==> src/rtl/mem_sync_pkg.sv <==
// mem_sync_pkg: shared types and encodings for the bank row-cache sync path
package mem_sync_pkg;
  localparam int BG_W = 2;
  localparam int BA_W = 2;
  typedef enum logic [2:0] {IDLE, WB, FILL, DONE, HOLD} sync_state_t;
  typedef logic [BG_W+BA_W-1:0] bank_t;
  localparam logic [4:0] BANK_ACT = 5'b00001;
  localparam logic [4:0] BANK_PRE = 5'b01010;
  localparam logic [4:0] BANK_RD  = 5'b01011;
  localparam logic [4:0] BANK_RDA = 5'b01100;
  localparam logic [4:0] BANK_WR  = 5'b10010;
  localparam logic [4:0] BANK_WRA = 5'b10011;
  function automatic bank_t bank_idx(input logic [BG_W-1:0] bg, input logic [BA_W-1:0] ba);
    return {bg, ba};
  endfunction
endpackage

==> src/rtl/rr_arbiter.sv <==
// rr_arbiter: round-robin priority arbiter with a one-bank request mask
module rr_arbiter #(
  parameter int N = 16,
  localparam int W = $clog2(N)
) (
  input  logic         clk,
  input  logic         reset_n,
  input  logic [N-1:0] req,
  input  logic         mask_en,
  input  logic [W-1:0] mask_idx,
  input  logic         advance,
  input  logic [W-1:0] adv_idx,
  output logic         gnt_valid,
  output logic [W-1:0] gnt
);
  logic [W-1:0] ptr;
  logic [W-1:0] idx;
  logic [N-1:0] eff;
  always_comb eff = req & ~(N'(mask_en) << mask_idx);
  // Scan from the farthest offset down so the nearest requester at/after ptr wins
  always_comb begin
    gnt_valid = 1'b0;
    gnt = ptr;
    idx = ptr;
    for (int i = N - 1; i >= 0; i--) begin
      idx = ptr + W'(i);
      if (eff[idx]) begin
        gnt_valid = 1'b1;
        gnt = idx;
      end
    end
  end
  always_ff @(posedge clk) begin
    if (!reset_n) ptr <= '0;
    else if (advance) ptr <= adv_idx + W'(1);
  end
endmodule

==> src/rtl/mem_sync_scheduler.sv <==
// mem_sync_scheduler: round-robin row transfer scheduler returning per-bank sync pulses
module mem_sync_scheduler
  import mem_sync_pkg::*;
#(
  parameter int BGWIDTH = BG_W,
  parameter int BAWIDTH = BA_W,
  parameter int CHWIDTH = 5,
  parameter int ADDRWIDTH = 17,
  parameter int BEATS = 8,
  localparam int BANKGROUPS = 2 ** BGWIDTH,
  localparam int BANKSPERGROUP = 2 ** BAWIDTH,
  localparam int NBANKS = BANKGROUPS * BANKSPERGROUP,
  localparam int BW = BGWIDTH + BAWIDTH,
  localparam int BEATW = $clog2(BEATS)
) (
  input  logic                                     clk,
  input  logic                                     reset_n,
  input  logic [NBANKS-1:0]                        req,
  input  logic [NBANKS-1:0]                        req_wb,
  input  logic [NBANKS-1:0][ADDRWIDTH-1:0]         req_row,
  input  logic [NBANKS-1:0][ADDRWIDTH-1:0]         req_evict_row,
  input  logic [NBANKS-1:0][CHWIDTH-1:0]           req_slot,
  output logic [BANKGROUPS-1:0][BANKSPERGROUP-1:0] sync,
  output logic                                     busy,
  output logic                                     mem_valid,
  input  logic                                     mem_ready,
  output logic                                     mem_we,
  output logic [BW-1:0]                            mem_bank,
  output logic [ADDRWIDTH-1:0]                     mem_row,
  output logic [CHWIDTH-1:0]                       mem_slot,
  output logic [BEATW-1:0]                         mem_beat
);
  sync_state_t state;
  logic [ADDRWIDTH-1:0] fill_row;
  logic [BW-1:0] gnt;
  logic gnt_valid;
  rr_arbiter #(.N(NBANKS)) u_arb (
    .clk(clk),
    .reset_n(reset_n),
    .req(req),
    .mask_en(state == HOLD),
    .mask_idx(mem_bank),
    .advance(state == DONE),
    .adv_idx(mem_bank),
    .gnt_valid(gnt_valid),
    .gnt(gnt)
  );
  always_ff @(posedge clk) begin
    if (!reset_n) begin
      state <= IDLE;
      busy <= 1'b0;
      mem_valid <= 1'b0;
      mem_we <= 1'b0;
      mem_bank <= '0;
      mem_row <= '0;
      mem_slot <= '0;
      mem_beat <= '0;
      fill_row <= '0;
      sync <= '0;
    end else begin
      sync <= '0;
      case (state)
        IDLE, HOLD: begin
          busy <= gnt_valid;
          state <= !gnt_valid ? IDLE : req_wb[gnt] ? WB : FILL;
          if (gnt_valid) begin
            mem_valid <= 1'b1;
            mem_we <= req_wb[gnt];
            mem_bank <= gnt;
            mem_row <= req_wb[gnt] ? req_evict_row[gnt] : req_row[gnt];
            fill_row <= req_row[gnt];
            mem_slot <= req_slot[gnt];
            mem_beat <= '0;
          end
        end
        WB, FILL: if (mem_ready) begin
          mem_beat <= mem_beat + 1'b1;
          // Beat counter wraps to 0 on the last beat, ready for the fill phase
          if (mem_beat == BEATW'(BEATS - 1)) begin
            state <= state == WB ? FILL : DONE;
            mem_we <= 1'b0;
            mem_row <= fill_row;
            mem_valid <= state == WB;
            sync <= state == WB ? '0 : NBANKS'(1) << mem_bank;
          end
        end
        default: state <= HOLD;
      endcase
    end
  end
endmodule
==> config.mk <==
export PLATFORM = sky130hd
export DESIGN_NAME = mem_sync_scheduler
export DESIGN_NICKNAME = d
export VERILOG_FILES = /design/src/rtl/mem_sync_pkg.sv /design/src/rtl/rr_arbiter.sv /design/src/rtl/mem_sync_scheduler.sv
export SDC_FILE = /design/constraint.sdc
export NUM_CORES = 1
export LEC_CHECK = 0
export CAP_MARGIN = 15
export CORE_AREA = 2 2 279 281
export DETAILED_ROUTE_END_ITERATION = 10
export DIE_AREA = 0 0 281 283
export GPL_TIMING_DRIVEN = 0
export PLACE_DENSITY = 0.49
export SYNTH_ARGS = -nofsm -noshare
export SYNTH_HDL_FRONTEND = slang
export SYNTH_SLANG_ARGS = --single-unit
==> constraint.sdc <==
create_clock -name clk -period 14.4 [get_ports clk]
set_input_delay 2.88 -clock clk [delete_from_list [all_inputs] [get_ports clk]]
set_output_delay 2.88 -clock clk [all_outputs]
set_load 0.005 [all_outputs]
==> run_results.csv, run 1 <==
group,metric,value,unit
worst_setup_path,crit_top_cell,"clkbuf_1",
grt,overflow,0,
logic_synthesis,synth_warnings,0,
worst_hold_path,holdCritPathClass,"reg2reg",
grt,grt_pass1_wl,166000,microns
place,hpwl,102000,microns
pwr,p_per_area,197,mW/mm^2
clock_tree,clk_pin_slew,60,ps
clock_tree,cts_hold_buffers,0,
die,fp.dieH,283,microns
die,start_util,19.5,%
routing,drc_errors,0,
logic_synthesis,yosysSeqAreaShare,9.65,%
worst_setup_path,crit_type,"reg2reg",
place,gp_congestion,0.958,
sta,worst-slew-pin-transition,1350,ps
logic_synthesis,syn_area,0.0149,sq mm
logic_synthesis,synth_cells,1977,
routing,ant_nets,0,
routing,vias,22500,
routing,wl_per_cell,32.2,microns
cells_and_area,final_net_count,3369,
logic_synthesis,synthTopCellsByCount,"159 x clkbuf_1, 150 x nand2_1, 129 x nor2_1",
logic_synthesis,synth_seq_cells,72,
sta,skew,10.9,ps
sta,hold_viol_final,0,
grt,grt_max_degree,14,
worst_setup_path,crit_arrival,11660,ps
routing,viasPerCell,5.99,
clock_tree,cts.repair.resized,0,
sta,relSlewSlack,9.50,%
clock_tree,clk_latency,350,ps
grt,track_usage,28.8,%
clock_tree,cts_root_buf,"clkbuf_16",
clock_tree,cts_tree,"done",
clock_tree,cts_setup_buffers,0,
clock_tree,cts_buffer_depth,2,
place,pre_cts_slack,3270,ps
worst_setup_path,worst_setup_path_start_kind,"register",
clock_tree,cts_htree_levels,3,
die,pin_count,707,
cells_and_area,drive_gt1_share,7.82,%
routing,dr.pass1.iters,7,
logic_synthesis,synth_edf_count,0,
pwr,totalPowerFinal,4.66,mW
sta,fin_crit_sh,79.1,%
logic_synthesis,async_reset_ff_share,0,%
sta,fmax,0.0878,GHz
worst_setup_path,cp_max_fo,10,
cells_and_area,syn_to_final_growth,58.2,%
logic_synthesis,synthesis.nets,2651,
sta,setup_slack,3010,ps
logic_synthesis,synth.distinct_cells,95,
cells_and_area,final_cells,3760,
routing,detail_route.iter0.violations,2813,
grt,grt_antenna_before_repair,29,
sta,rsz0062_at_grt,"false",
sta,finalCriticalPeriod,11390,ps
clock_tree,cts-buffers-inserted,9,
die,die_area,0.0795,sq mm
worst_setup_path,worstPathRequired,14680,ps
pwr,max-vdd-ir-drop,72.7,uV
run,cap_violations,0,
logic_synthesis,synth_top_flop_cell,"dfxtp_1",
logic_synthesis,synth_largest_area_cell,"dfxtp_1",
place,port_buffers,706,
die,num_rows,102,
grt,grt_pass1_vias,21800,
routing,drt_wl_total,121000,microns
place,dp.cells,3723,
sta,tns,0,ps
worst_setup_path,crit_chain,"clkinv_1 > buf_1 > clkbuf_1 > clkbuf_1 > clkbuf_1 > clkbuf_1 > ha_1 > buf_2 > buf_1 > clkbuf_1 > a311oi_1 > o21ai_0 > a22oi_1 > or3b_4 > a21o_1 > buf_2 > a22oi_4 > and2_1 > clkbuf_1 > clkbuf_1 > nand2_1 > a311oi_1 > nor2_1 > a31oi_1",
die,fp.dieW,281,microns
worst_setup_path,worst_path_largest_cell_delay,1140,ps
run_status,outcome,"complete, no violations",
logic_synthesis,postSynthAreaPerCell,7.56,sq um
die,coreArea,0.0767,sq mm
clock_tree,cts.sinks,72,
worst_setup_path,end_kind,"register",
logic_synthesis,yosys.area.top_type_share,9.65,%
logic_synthesis,synth.area.top_cells,"dfxtp_1 9.6%, a221o_1 8.4%, mux2_2 7.4%",
worst_setup_path,slowest_stage,"a311oi_1",
sta,finalSetupViolCount,0,
pwr,p_leak,8.11,nW
sta,slew_violations,0,
logic_synthesis,synth_most_common_cell,"clkbuf_1",
cells by family after synthesis:
family | after synthesis | synth area share (%)
compound gates | 867 | 47.3
buf+inv | 254 | 7.10
mux | 216 | 16.0
xor+xnor | 20 | 1.17
flops | 72 | 9.65
simple gates | 533 | 17.5
fa+ha+maj | 15 | 1.26
worst max-delay path: cells and delay by family, from the launching register on:
| family | cells | cell delay [ps] |
|---|---|---|
| compound gates | 7 | 3910 |
| fa+ha+maj | 1 | 430 |
| buf+inv | 12 | 5490 |
| flops | 1 | 440 |
| simple gates | 4 | 970 |
state kept, by name (all words and copies together), names as in the netlist, 3 cells and up:
register   flops
fill_row      17
mem_row       17
sync          16
mem_slot       5
mem_bank       4
u_arb.ptr      4
mem_beat       3
state          3
worst paths after layout:
path                     start            to  slack, ps  cells past startpoint
setup / recovery  u_arb.ptr[0]   mem_slot[0]       3010                     24
hold / removal    fill_row[12]  fill_row[12]        500                      2
setup reg to reg  u_arb.ptr[0]   mem_slot[0]       3010                     24
hold reg to reg   fill_row[12]  fill_row[12]        500                      2
final cells by class:
type	instances	area (sq um)
buffer	242	1020
timing repair buffer	707	7070
sequential	72	1440
clock inverter	5	33.8
antenna	21	52.6
clock buffer	10	239
multi-input combinational	1651	12400
tap	1040	1300
inverter	12	45.0
fill	8248	53100
cells in the final DEF (no fill, tap or decap), drive strengths merged, types with 10 or more instances in the layout:
cell type / n
a221oi: 116
o22ai: 68
o21ai: 55
a21oi: 70
mux2: 98
clkbuf: 171
clkdlybuf4s50: 706
nor4: 25
mux2i: 109
a211oi: 65
a22oi: 14
o311ai: 26
nand3: 35
diode: 21
xnor2: 14
nor2: 129
a222oi: 58
and3: 46
ha: 15
a32oi: 36
a31oi: 32
buf: 82
and2: 14
a311oi: 38
a22o: 37
dfxtp: 72
o211ai: 12
o211a: 10
or3: 16
nor3: 62
a221o: 126
a21o: 11
nand2: 151
report_power, final:
part	total (mW)	switching, mW	internal, mW
logic	4.13	2.65	1.49
clock network	0.215	0.0945	0.120
registers	0.313	0.0552	0.257
stage by stage:
| step | hold slack [ps] | utilization, % | instance area, sq um |
|---|---|---|---|
| floorplan | 470 | - | 14900 |
| global placement | 486 | 30.4 | 23300 |
| detailed placement | 494 | 30.4 | 23300 |
| CTS | 502 | 30.7 | 23600 |
| global route | 527 | 30.8 | 23600 |
| finish | 499 | 30.8 | 23600 |
per-layer routing:
metal  share of wire, %  global-route usage, %  vias to the layer above
met5              0.065                      0                        -
met4                3.5                   9.53                       12
met3                8.1                   5.99                      188
met2                 48                   49.6                     1319
met1                 40                   35.2                    11200
li1                   -                      -                     9807
Note: power is estimated with default switching activity, not from simulation.
==> run 2, diff against run 1 <==
- clock period: 14.4 -> 11.25 ns (I/O delays scaled with it)
==> run_results.csv, run 2 (same netlist as run 1, synthesis figures left out) <==
group,metric,value,unit
run_status,outcome,"complete, no violations",
sta,fmax,0.0918,GHz
worst_setup_path,crit_top_cell,"clkbuf_1",
cells_and_area,layout_common_cells,"706 x clkdlybuf4s50_1, 157 x clkbuf_1, 150 x nand2_1, 129 x nor2_1, 126 x a221o_1",
routing,detail_route.iter0.violations,2838,
die,coreArea,0.0767,sq mm
sta,fin_crit_sh,96.9,%
worst_setup_path,end_kind,"register",
place,gp_congestion,0.958,
routing,ant_nets,0,
die,fp.dieH,283,microns
worst_setup_path,cp_top_family,"buffers and inverters",
clock_tree,clk_latency,350,ps
grt,overflow,0,
sta,relSlewSlack,24.5,%
worst_setup_path,cp_max_fo,10,
routing,drt_wl_total,121000,microns
place,port_buffers,706,
worst_setup_path,worstPathRequired,11510,ps
sta,slew_violations,0,
cells_and_area,multiInputGateArea,0.0125,sq mm
cells_and_area,fillers,8251,
worst_hold_path,holdCritPathClass,"reg2reg",
pwr,max-vdd-ir-drop,93.6,uV
grt,grt_antenna_before_repair,29,
cells_and_area,final_net_count,3369,
worst_setup_path,worst_setup_path_start_kind,"register",
routing,drc_errors,0,
run,cap_violations,0,
place,dp.cells,3723,
die,pin_count,707,
cells_and_area,drive_gt1_share,8.11,%
grt,track_usage,28.8,%
routing,dr.pass1.iters,6,
pwr,p_per_area,252,mW/mm^2
clock_tree,cts-buffers-inserted,9,
sta,rsz0062_at_grt,"false",
worst_setup_path,crit_type,"reg2reg",
die,start_util,19.5,%
sta,finalCriticalPeriod,10900,ps
clock_tree,cts_tree,"done",
worst_setup_path,critPathBufInv,12,
cells_and_area,ff_latch_area,0.00144,sq mm
clock_tree,cts_root_buf,"clkbuf_16",
worst_setup_path,worst_path_largest_cell_delay,780,ps
die,fp.dieW,281,microns
clock_tree,clk_pin_slew,70,ps
die,num_rows,102,
clock_tree,cts.sinks,72,
worst_setup_path,slowest_stage,"clkdlybuf4s15_1",
worst_setup_path,crit_chain,"clkinv_1 > buf_1 > clkbuf_2 > clkbuf_1 > clkbuf_1 > clkbuf_1 > ha_1 > buf_2 > buf_1 > clkbuf_1 > a311oi_1 > o21a_1 > nor3b_1 > or2_2 > o31a_1 > a2bb2oi_1 > o211a_1 > clkbuf_1 > clkdlybuf4s15_1 > nand3_1 > clkbuf_1 > o22ai_1 > o311ai_1 > a311oi_1",
clock_tree,cts_buffer_depth,2,
grt,grt_pass1_vias,21800,
cells_and_area,syn_to_final_growth,58.5,%
routing,wl_per_cell,32.1,microns
cells_and_area,layout_commonest_cell,"clkdlybuf4s50_1",
cells_and_area,reg.largest.list,"fill_row: 17 flops, mem_row: 17 flops, sync: 16 flops",
sta,finalSetupViolCount,0,
worst_setup_path,crit_arrival,11160,ps
clock_tree,cts_htree_levels,3,
grt,grt_pass1_wl,166000,microns
grt,grt_max_degree,14,
sta,worst-slew-pin-transition,1120,ps
sta,hold_viol_final,0,
cells_and_area,final_cells,3760,
routing,vias,22500,
sta,tns,0,ps
pwr,p_leak,8.12,nW
die,die_area,0.0795,sq mm
sta,skew,13.4,ps
place,hpwl,102000,microns
routing,viasPerCell,5.97,
## run 2: changes by cell type in the layout (fill, tap and decap cells not counted), sizes merged
cell	change
buf	-1
clkdlybuf4s15	+1
## run 2: stage by stage
step	utilization (%)	setup WS (ps)	hold slack (ps)	instance area [sq um]	power (mW)
2_1_floorplan	-	4940	470	14900	3.47
3_3_place_gp	30.4	52.8	486	23300	5.60
3_5_place_dp	30.4	122	494	23300	5.61
4_1_cts	30.7	77.0	502	23600	5.90
5_1_grt	30.9	101	527	23700	6.29
6_report	30.9	354	500	23700	5.97
## run 2: power breakdown
| group | switching [mW] | total [mW] | internal, mW |
|---|---|---|---|
| logic | 3.39 | 5.29 | 1.91 |
| clock network | 0.120 | 0.274 | 0.154 |
| registers | 0.0707 | 0.400 | 0.329 |
| total | 3.58 | 5.97 | 2.39 |
## run 2: path summary, 6_finish.rpt
path / endpoint / cells after the start / startpoint / slack (ps)
worst max register to register: mem_row[6] / 24 / u_arb.ptr[0] / 350
worst min register to register: fill_row[12] / 2 / fill_row[12] / 500
worst min-delay path: fill_row[12] / 2 / fill_row[12] / 500
worst max-delay path: mem_row[6] / 24 / u_arb.ptr[0] / 350
## run 2: layout make-up
class                           instances  area share (%)
Antenna cell                           21           0.222
Buffer                                242            4.33
Clock buffer                           10            1.01
Clock inverter                          5           0.143
Inverter                               12           0.190
Multi-Input combinational cell       1651            52.7
Sequential cell                        72            6.08
Tap cell                             1040            5.49
Timing Repair Buffer                  707            29.9
## run 2: timing repair
| action | in CTS | in global routing |
|---|---|---|
| hold buffers | 0 | 0 |
| setup endpoints to repair | 0 | 9 |
| setup buffers | 0 | 0 |
| gates resized for setup | 0 | 11 |
## run 2: tightest hold or removal path: stages, from the launching register on
cell	delay, ps
dfxtp_1	310
nor2_1	90
nor3_1	50
## run 2: routing by layer
| metal | share of wire [%] | wire length, microns | track usage [%] | vias up |
|---|---|---|---|---|
| li1 | - | - | - | 9812 |
| met1 | 40 | 47800 | 35.2 | 11200 |
| met2 | 49 | 58800 | 49.6 | 1307 |
| met3 | 8.3 | 9970 | 5.99 | 173 |
| met4 | 3.4 | 4060 | 9.53 | 12 |
| met5 | 0.066 | 80 | 0 | - |
